`src/rtl/risc_pkg.sv`:
```
// risc_pkg
// Shared constants for the decode stage: datapath width, register index
// width, the opcodes the decoder treats specially, and the bit positions
// of each instruction field.
//
// Instruction word layout:
//   [31:26] opcode   [25:21] rd   [20:16] rs1   [15:11] rs2   [15:0] imm
// rs2 and imm share bits [15:11]; which one is meaningful depends on opcode.
package risc_pkg;

    localparam int XLEN  = 32;
    localparam int REG_W = 5;
    localparam int OPC_W = 6;
    localparam int IMM_W = 16;

    localparam logic [OPC_W-1:0] OP_RTYPE = 6'h00;
    localparam logic [OPC_W-1:0] OP_LOAD  = 6'h23;
    localparam logic [OPC_W-1:0] OP_STORE = 6'h2B;

    localparam int OPC_HI = 31;
    localparam int OPC_LO = 26;
    localparam int RD_HI  = 25;
    localparam int RD_LO  = 21;
    localparam int RS1_HI = 20;
    localparam int RS1_LO = 16;
    localparam int RS2_HI = 15;
    localparam int RS2_LO = 11;
    localparam int IMM_HI = 15;
    localparam int IMM_LO = 0;

    // Only register-register and store instructions read rs2; every other
    // opcode reuses those bits as part of the immediate.
    function automatic logic uses_rs2(input logic [OPC_W-1:0] op);
        return (op == OP_RTYPE) || (op == OP_STORE);
    endfunction

endpackage

```
`src/rtl/decode_stage_hazard_detect.sv`:
```
// hazard_detect
// Purely combinational load-use hazard check. A load sitting in the ID/EX
// register cannot forward its result in time for the instruction now in
// decode, so decode must insert one bubble when that instruction reads the
// load's destination.
//
// Ports:
//   ex_valid    in   ID/EX register holds a live instruction
//   ex_is_load  in   that instruction is a load
//   ex_rd       in   its destination register
//   rs1, rs2    in   source registers of the instruction in decode
//   use_rs2     in   decode instruction actually reads rs2
//   hazard      out  stall decode for one cycle
module hazard_detect
    import risc_pkg::*;
(
    input  logic             ex_valid,
    input  logic             ex_is_load,
    input  logic [REG_W-1:0] ex_rd,
    input  logic [REG_W-1:0] rs1,
    input  logic [REG_W-1:0] rs2,
    input  logic             use_rs2,
    output logic             hazard
);

    logic rs1_match;
    logic rs2_match;

    assign rs1_match = (ex_rd == rs1);
    assign rs2_match = use_rs2 && (ex_rd == rs2);

    // r0 is hardwired to zero, so a load targeting it never creates a hazard.
    assign hazard = ex_valid && ex_is_load && (ex_rd != '0) && (rs1_match || rs2_match);

endmodule

```
`src/rtl/decode_stage.sv`:
```
// decode_stage
// Instruction decode with register-file read, writeback bypass, load-use
// stall and the ID/EX pipeline register.
//
// Ports:
//   clk, res                  clock, synchronous active-high reset
//   in_valid/in_instr/in_ready  upstream handshake from IF/ID
//   rf_ra, rf_rb              register-file read addresses (rs1, rs2)
//   rf_da, rf_db              register-file read data
//   wb_en, wb_reg, wb_data    writeback port, bypassed into operands
//   flush                     kill everything in decode
//   ex_valid/ex_ready         downstream handshake to execute
//   ex_op, ex_rd, ex_a, ex_b, ex_imm, ex_is_load   ID/EX register contents
module decode_stage
    import risc_pkg::*;
#(
    parameter int XLEN = risc_pkg::XLEN,
    parameter int NREG = 32
) (
    input  logic             clk,
    input  logic             res,

    input  logic             in_valid,
    input  logic [XLEN-1:0]  in_instr,
    output logic             in_ready,

    output logic [REG_W-1:0] rf_ra,
    output logic [REG_W-1:0] rf_rb,
    input  logic [XLEN-1:0]  rf_da,
    input  logic [XLEN-1:0]  rf_db,

    input  logic             wb_en,
    input  logic [REG_W-1:0] wb_reg,
    input  logic [XLEN-1:0]  wb_data,

    input  logic             flush,

    output logic             ex_valid,
    input  logic             ex_ready,
    output logic [OPC_W-1:0] ex_op,
    output logic [REG_W-1:0] ex_rd,
    output logic [XLEN-1:0]  ex_a,
    output logic [XLEN-1:0]  ex_b,
    output logic [XLEN-1:0]  ex_imm,
    output logic             ex_is_load
);

    // The register index is fixed at 5 bits and the field layout assumes a
    // word of at least 32 bits.
    if (NREG < 2 || NREG > (1 << REG_W)) begin : g_bad_nreg
        $error("decode_stage: NREG out of range for a 5-bit register index");
    end
    if (XLEN < 32) begin : g_bad_xlen
        $error("decode_stage: XLEN must be at least 32");
    end

    logic [OPC_W-1:0] opcode;
    logic [REG_W-1:0] rd;
    logic [REG_W-1:0] rs1;
    logic [REG_W-1:0] rs2;
    logic [IMM_W-1:0] imm;
    logic             use_rs2;
    logic             hazard;
    logic             adv;
    logic [XLEN-1:0]  opnd_a;
    logic [XLEN-1:0]  opnd_b;
    logic [XLEN-1:0]  imm_ext;

    assign opcode  = in_instr[OPC_HI:OPC_LO];
    assign rd      = in_instr[RD_HI:RD_LO];
    assign rs1     = in_instr[RS1_HI:RS1_LO];
    assign rs2     = in_instr[RS2_HI:RS2_LO];
    assign imm     = in_instr[IMM_HI:IMM_LO];
    assign use_rs2 = uses_rs2(opcode);

    assign rf_ra = rs1;
    assign rf_rb = rs2;

    // r0 reads as zero regardless of what the register file returns; a
    // same-cycle writeback to the source register wins over the stale read.
    function automatic logic [XLEN-1:0] pick_operand(
        input logic [REG_W-1:0] src,
        input logic [XLEN-1:0]  rf_data,
        input logic             byp_en,
        input logic [REG_W-1:0] byp_reg,
        input logic [XLEN-1:0]  byp_data
    );
        if (src == '0)
            return '0;
        else if (byp_en && (byp_reg == src))
            return byp_data;
        else
            return rf_data;
    endfunction

    assign opnd_a  = pick_operand(rs1, rf_da, wb_en, wb_reg, wb_data);
    // ex_b is always the rs2 read; for non-rs2 opcodes execute simply
    // ignores it, so no extra mux is needed here.
    assign opnd_b  = pick_operand(rs2, rf_db, wb_en, wb_reg, wb_data);
    assign imm_ext = {{(XLEN-IMM_W){imm[IMM_W-1]}}, imm};

    hazard_detect u_hazard_detect (
        .ex_valid   (ex_valid),
        .ex_is_load (ex_is_load),
        .ex_rd      (ex_rd),
        .rs1        (rs1),
        .rs2        (rs2),
        .use_rs2    (use_rs2),
        .hazard     (hazard)
    );

    assign adv = !ex_valid || ex_ready;

    // During flush upstream is told to hand over its word so it can be
    // dropped; the ID/EX register ignores it below.
    always_comb begin
        in_ready = 1'b0;
        if (res)
            in_ready = 1'b0;
        else if (flush)
            in_ready = 1'b1;
        else
            in_ready = adv && !hazard;
    end

    always_ff @(posedge clk) begin
        if (res) begin
            ex_valid   <= 1'b0;
            ex_op      <= '0;
            ex_rd      <= '0;
            ex_a       <= '0;
            ex_b       <= '0;
            ex_imm     <= '0;
            ex_is_load <= 1'b0;
        end else if (flush) begin
            ex_valid <= 1'b0;
        end else if (adv) begin
            if (in_valid && !hazard) begin
                ex_valid   <= 1'b1;
                ex_op      <= opcode;
                ex_rd      <= rd;
                ex_a       <= opnd_a;
                ex_b       <= opnd_b;
                ex_imm     <= imm_ext;
                ex_is_load <= (opcode == OP_LOAD);
            end else begin
                // Bubble: payload fields are don't-care once ex_valid drops,
                // so they are left alone.
                ex_valid <= 1'b0;
            end
        end
    end

endmodule
```
`config.mk`:
```
export PLATFORM = sky130hd
export DESIGN_NAME = decode_stage
export DESIGN_NICKNAME = d
export VERILOG_FILES = /design/src/rtl/risc_pkg.sv /design/src/rtl/decode_stage_hazard_detect.sv /design/src/rtl/decode_stage.sv
export SDC_FILE = /design/constraint.sdc
export NUM_CORES = 1
export LEC_CHECK = 0
export ABC_AREA = 0
export CORE_MARGIN = 3
export CORE_UTILIZATION = 38
export CTS_BUF_LIST = sky130_fd_sc_hd__clkbuf_4 sky130_fd_sc_hd__clkbuf_8 sky130_fd_sc_hd__clkbuf_16
export CTS_CLUSTER_SIZE = 8
export DETAILED_ROUTE_END_ITERATION = 7
export GPL_ROUTABILITY_DRIVEN = 0
export GPL_TIMING_DRIVEN = 0
export HOLD_SLACK_MARGIN = 0.08
export PLACE_DENSITY = 0.84
export SETUP_SLACK_MARGIN = 0.4
export SLEW_MARGIN = 30
export SYNTH_ARGS = -nofsm -noshare
export SYNTH_HDL_FRONTEND = slang
export SYNTH_SLANG_ARGS = --single-unit
```
`constraint.sdc`:
```
create_clock -name clk -period 2.7 [get_ports clk]
set_input_delay 0.675 -clock clk [delete_from_list [all_inputs] [get_ports clk]]
set_output_delay 0.675 -clock clk [all_outputs]
set_load 0.01 [all_outputs]
```
* Word-level counts from Yosys, hierarchy flattened
Index checks and enable logic that the tools add are counted.
** Storage, ports and cells
- Bits in registers :: 93
- Bits of input ports :: 139
- Output and inout bits :: 120
- Logic and storage cells :: 40
** Cells by class
- Equality and inequality tests :: 6
- Mux-type cells :: 7
- Bitwise logic cells :: 1
- Reductions and logical operators :: 19
** Operator list (count)
- 2-to-1 mux 32 bit :: 4
- equality test 5 bit :: 4
- equality test 6 bit, second input constant :: 2
- logical NOT 5 bit :: 2
- logical AND 1 bit :: 8
- logical NOT 6 bit :: 1
- nonzero test 5 bit :: 1
- logical OR 1 bit :: 3
- 2-to-1 mux 1 bit :: 3
- AND reduction 3 bit :: 1
- logical NOT 1 bit :: 2
- OR reduction 2 bit :: 1
- NOT 1 bit :: 1

* Depth between registers and ports, before layout
Gate-level depths: netlist of the first run.
- Depth after elaboration :: 9
- Depth in mapped cells :: 7
- Depth with buffers taken out :: 5

* Hierarchy
Synthesis of the first run repeated with hierarchy kept, for this count alone.
** Unflattened totals
- Cells, all modules :: 412
- Area, all modules :: 4239.1 um2
** Modules (own cells, without submodules)
- decode_stage :: times used 1, cells each 395, area an instance 4105.2 um2, seq. area each 1861.8 um2
- hazard_detect :: times used 1, cells each 17, area an instance 133.9 um2, seq. area each 0.0 um2

* Worst setup path after synthesis of the first run
OpenSTA, ideal clock, no wires.
- Kind :: input port to flip-flop
- Start :: input in_instr[31]
- End :: register ex_a[5]
- Library setup time :: 0.123 ns
- Arrival :: 2.591 ns
- Data required time :: 2.577 ns
- Setup slack :: -0.014 ns
- Stages :: 7
- Path buffers :: 2
- Cells stage by stage :: or4_1 a2111oi_2 a22oi_1 o2111ai_2 buf_6 buf_12 mux2_1
** Between the ends
- Word-level cells in the longest chain between the ends :: 8
- Elaborated cells between the ends (all ways) :: 9
- Classes of those cells :: 1 x eq/ne; 8 x reduce/logical
** RTL lines
- start, declared :: line decode_stage.sv:24 : input logic [XLEN-1:0] in_instr,
- equality test 6 bit / logical NOT 6 bit (equally long branches) :: line risc_pkg.sv:34 : return (op == OP_RTYPE) || (op == OP_STORE);
- logical OR 1 bit (*) :: line risc_pkg.sv:34
- logical AND 1 bit (*) :: line decode_stage_hazard_detect.sv:30 : assign rs2_match = use_rs2 && (ex_rd == rs2);
- logical OR 1 bit (*) :: line decode_stage_hazard_detect.sv:33 : assign hazard = ex_valid && ex_is_load && (ex_rd != '0) && (rs1_match || rs2_match);
- logical AND 1 bit (*) :: line decode_stage_hazard_detect.sv:33
- logical NOT 1 bit (*) :: line decode_stage.sv:138 : if (in_valid && !hazard) begin
- logical AND 1 bit (*) :: line decode_stage.sv:138
- AND reduction 3 bit (no source line) (*)
- end signal, assigned :: line decode_stage.sv:142 : ex_a <= opnd_a;
- end, declared :: line decode_stage.sv:42 : output logic [XLEN-1:0] ex_a,
Mark *: on every way between the ends. The rest lies on a longest branch, timed or not.
A chain may end at the register's enable or synchronous reset.

* Final worst setup path of the first run
- Start :: input in_instr[26]
- End :: output in_ready
** Between the ends
- Word-level cells in the longest chain between the ends :: 9
- Elaborated cells between the ends (all ways) :: 10
- Classes of those cells :: 1 x eq/ne; 2 x mux; 7 x reduce/logical
** RTL lines
- equality test 6 bit / logical NOT 6 bit (equally long branches) :: line risc_pkg.sv:34
- logical OR 1 bit (*) :: line risc_pkg.sv:34
- logical AND 1 bit (*) :: line decode_stage_hazard_detect.sv:30
- logical OR 1 bit (*) :: line decode_stage_hazard_detect.sv:33
- logical AND 1 bit (*) :: line decode_stage_hazard_detect.sv:33
- logical NOT 1 bit (*) :: line decode_stage.sv:123 : in_ready = adv && !hazard;
- logical AND 1 bit (*) :: line decode_stage.sv:123
- 2-to-1 mux 1 bit (*) :: line decode_stage.sv:120 : else if (flush)
- 2-to-1 mux 1 bit (*) :: line decode_stage.sv:118 : if (res)
- end, declared :: line decode_stage.sv:25 : output logic in_ready,
Marks and branches as above.

==> flow_summary.toml, run 1 <==
[setup_path]
startpoint_type = "primary input"
cp.arrival_ps = 2130
cp.required_ps = 2030
critPathCaptureType = "primary output"
crit_fanout = 2
path_cells = "buf_6, or4_4, a2111oi_4, a22oi_2, o21ai_1, a21oi_1, buf_2"
path_class = "in2out"
cpPeakStageDelay_ps = 540
cp_top_family = "compound AO/OA/AOI/OAI gates"
cp_slowest_cell = "or4_4"
critPathBufInv = 2

[global_route]
grt_first_pass_wirelength_um = 30590
antenna_found_initial = 0
grt_max_degree = 19
grt_util_all_layers_pct = 24.14
gr-total-overflow = 0
grt_pass1_vias = 5655

[floorplan]
die-area_um2 = 15830
fp.coreArea_um2 = 13990
rows = 43
die_x_um = 125.8
start_util_pct = 39.01
io_pins = 259
fp.dieH_um = 125.8

[clocking]
htree_levels = 3
cts_hold_buf = 0
root_buffer = "clkbuf_16"
insertion_delay_ps = 350
cts_tree = "built"
clockBufferDepth = 2
numCtsBuffers = 9
clk_pin_slew_worst_paths_ps = 60
cts_sinks = 93

[sta]
fin_crit_sh_pct = 104.0
worst_slew_pin_slew_ps = 604.1
finalHoldViolations = 0
fin_tns_setup_ps = -1133
fmax_ghz = 0.3560
skew_ps = 6.152
period_needed_ps = 2809
finalSetupViolCount = 16
setup_ws_ps = -108.7
drv_slew = 0
relSlewSlack_pct = 59.73
grt_setup_unrepaired = "true"

[pwr]
power.share.clock_pct = 39.4
combPwrFrac_pct = 23.7
powerDensity_nw_per_um2 = 460.2
p_int_mw = 3.017
peakVddDrop_mv = 0.3067
power_frac_seq_pct = 36.9
power.switching_mw = 1.016
p_leak_nw = 3.459
switching_share_pct = 25.20

[finish]
nFillCells = 1216
synthToLayoutAreaGrowth_pct = 60.65
multiInputGateArea_um2 = 3122
drive_gt1_share_pct = 10.78
diodes = 0
regArea_um2 = 1866
final_nets = 1044

[synth]
ys_top_cells_by_count = "93 x dfxtp_1, 66 x o21ai_0, 65 x a21oi_1"
synth_flop_cell = "dfxtp_1"
syn_area_per_cell_um2 = 8.675
synth_edf_count = 0
yosysMostFrequentCell = "dfxtp_1"
synth-seq-cells = 93
synth_nets = 768
ys_types = 33
yosysWarnings = 0
ys_top_cells_by_area = "dfxtp_1 34%, mux2_1 11%, nor2b_1 7.3%"
postSynth.asyncResetShare_pct = 0
synth_top_area_share_pct = 34.12
yosys.area.top_type = "dfxtp_1"
yosysSeqAreaShare_pct = 34.12
synthCells = 629
netlist_area_um2 = 5456

[drt]
via_count = 5709
wl_per_cell_um = 18.17
via_per_inst = 5.242
drc_errors = 0
wl_um = 19790
dr.pass1.iters = 5
antenna_left = 0
drt-initial-drc-count = 439

[placement]
pre_cts_slack_ps = -961.8
io_buffers = 258
hpwl_um = 14680

[hold_path]
hold_path_class = "reg2reg"

[run_status]
status = "complete, but fails checks"
failed_checks = "negative setup slack"

[run]
maxCapViolations = 0
-- kinds of logic after synthesis --
kind of cell | synth area share, %
simple gates | 21.74
xor+xnor | 3.210
mux | 18.34
flops | 34.12
buf+inv | 9.333
compound gates | 13.25
-- sequential cells by signal, summed over array words and instances, names as in the netlist --
register / cells
ex_a: 32
ex_b: 32
ex_imm: 16
ex_is_load: 1
ex_op: 6
ex_rd: 5
ex_valid: 1
-- per-stage QoR --
stage                     area [um2]  instances  hold slack (ps)  power (mW)  util, %
after global routing            8766       1089            497.6       4.184    62.67
after global placement          8293       1067            462.1       2.436    59.28
final                           8766       1089            474.3       4.034    62.67
after floorplan                 5485        629            495.8       1.924        -
after CTS                       8783       1089            479.9       4.054    62.79
after detailed placement        8293       1067            468.3       2.447    59.28
-- layout make-up --
| class | instances | share of cell area, % |
|---|---|---|
| buffer | 83 | 6.052 |
| clock buffer | 11 | 2.812 |
| clock inverter | 4 | 1.370 |
| inverter | 1 | 0.04282 |
| multi-input combinational | 452 | 35.61 |
| sequential | 93 | 21.28 |
| tap | 180 | 2.569 |
| timing repair buffer | 265 | 30.26 |
-- final timing paths --
kind               to  depth (start not counted)  slack (ps)          from
min reg2reg  ex_op[1]                          2         470      ex_op[1]
max reg2reg  ex_b[27]                          7         260      ex_rd[0]
min          ex_op[1]                          2         470      ex_op[1]
max          in_ready                          7        -110  in_instr[26]
-- cell usage in the layout, fill, tap and decap left out, drive strengths merged, types with 2 or more instances in the layout --
cell             n
clkdlybuf4s50  242
dfxtp           93
o21ai           66
a21oi           65
nand3           64
nor2b           64
mux2            64
clkbuf          60
nand2b          56
buf             49
mux2i           28
xor2            10
xnor2           10
bufinv           4
or4              4
nand4            3
clkdlybuf4s15    3
nor3             2
and4             2
and2             2
nand2            2
o21bai           2
bufbuf           2
dlygate4sd2      2
-- worst min-delay path, cell delays in order, from the launching register on --
cell and delay, ps:
dfxtp_1 310, nand2b_1 60, mux2i_1 60
-- power groups by stage --
| stage | logic, mW | registers, mW | clock network, mW |
|---|---|---|---|
| final | 0.956 | 1.49 | 1.59 |
| after global routing | 1.02 | 1.50 | 1.67 |
| after CTS | 0.955 | 1.49 | 1.61 |
| after detailed placement | 0.929 | 1.52 | 0 |
| after global placement | 0.921 | 1.52 | 0 |
| after floorplan | 0.376 | 1.55 | 0 |
-- layer usage --
layer | global-route usage (%) | wire length, um | share of wire (%)
met1 | 31.34 | 8469 | 43
met5 | 0 | 0 | 0
met3 | 3.859 | 1243 | 6.3
met4 | 10.22 | 658 | 3.3
met2 | 39.93 | 9421 | 48
-- repair_timing --
action / 4_1_cts / 5_1_grt
gates cloned: 3 / 0
gates resized for setup: 66 / 12
pin swaps: 5 / 2
setup buffers: 4 / 0
endpoints found under the setup margin: 120 / 103
(Power assumes the default switching activity.)
==> inputs of run 2 (changes only) <==
--- a/config.mk
+++ b/config.mk
@@ -13,7 +13,6 @@
 export DETAILED_ROUTE_END_ITERATION = 7
 export GPL_ROUTABILITY_DRIVEN = 0
 export GPL_TIMING_DRIVEN = 0
-export HOLD_SLACK_MARGIN = 0.08
 export PLACE_DENSITY = 0.84
 export SETUP_SLACK_MARGIN = 0.4
 export SLEW_MARGIN = 30
==> results of run 2 <==
No change in the layout: final DEF, timing and power equal those of run 1.
==> inputs of run 3 (changes only) <==
--- a/config.mk
+++ b/config.mk
@@ -15,7 +15,6 @@
 export GPL_TIMING_DRIVEN = 0
 export PLACE_DENSITY = 0.84
 export SETUP_SLACK_MARGIN = 0.4
-export SLEW_MARGIN = 30
 export SYNTH_ARGS = -nofsm -noshare
 export SYNTH_HDL_FRONTEND = slang
 export SYNTH_SLANG_ARGS = --single-unit
==> results of run 3 <==
No change in the layout: final DEF, timing and power equal those of run 1.
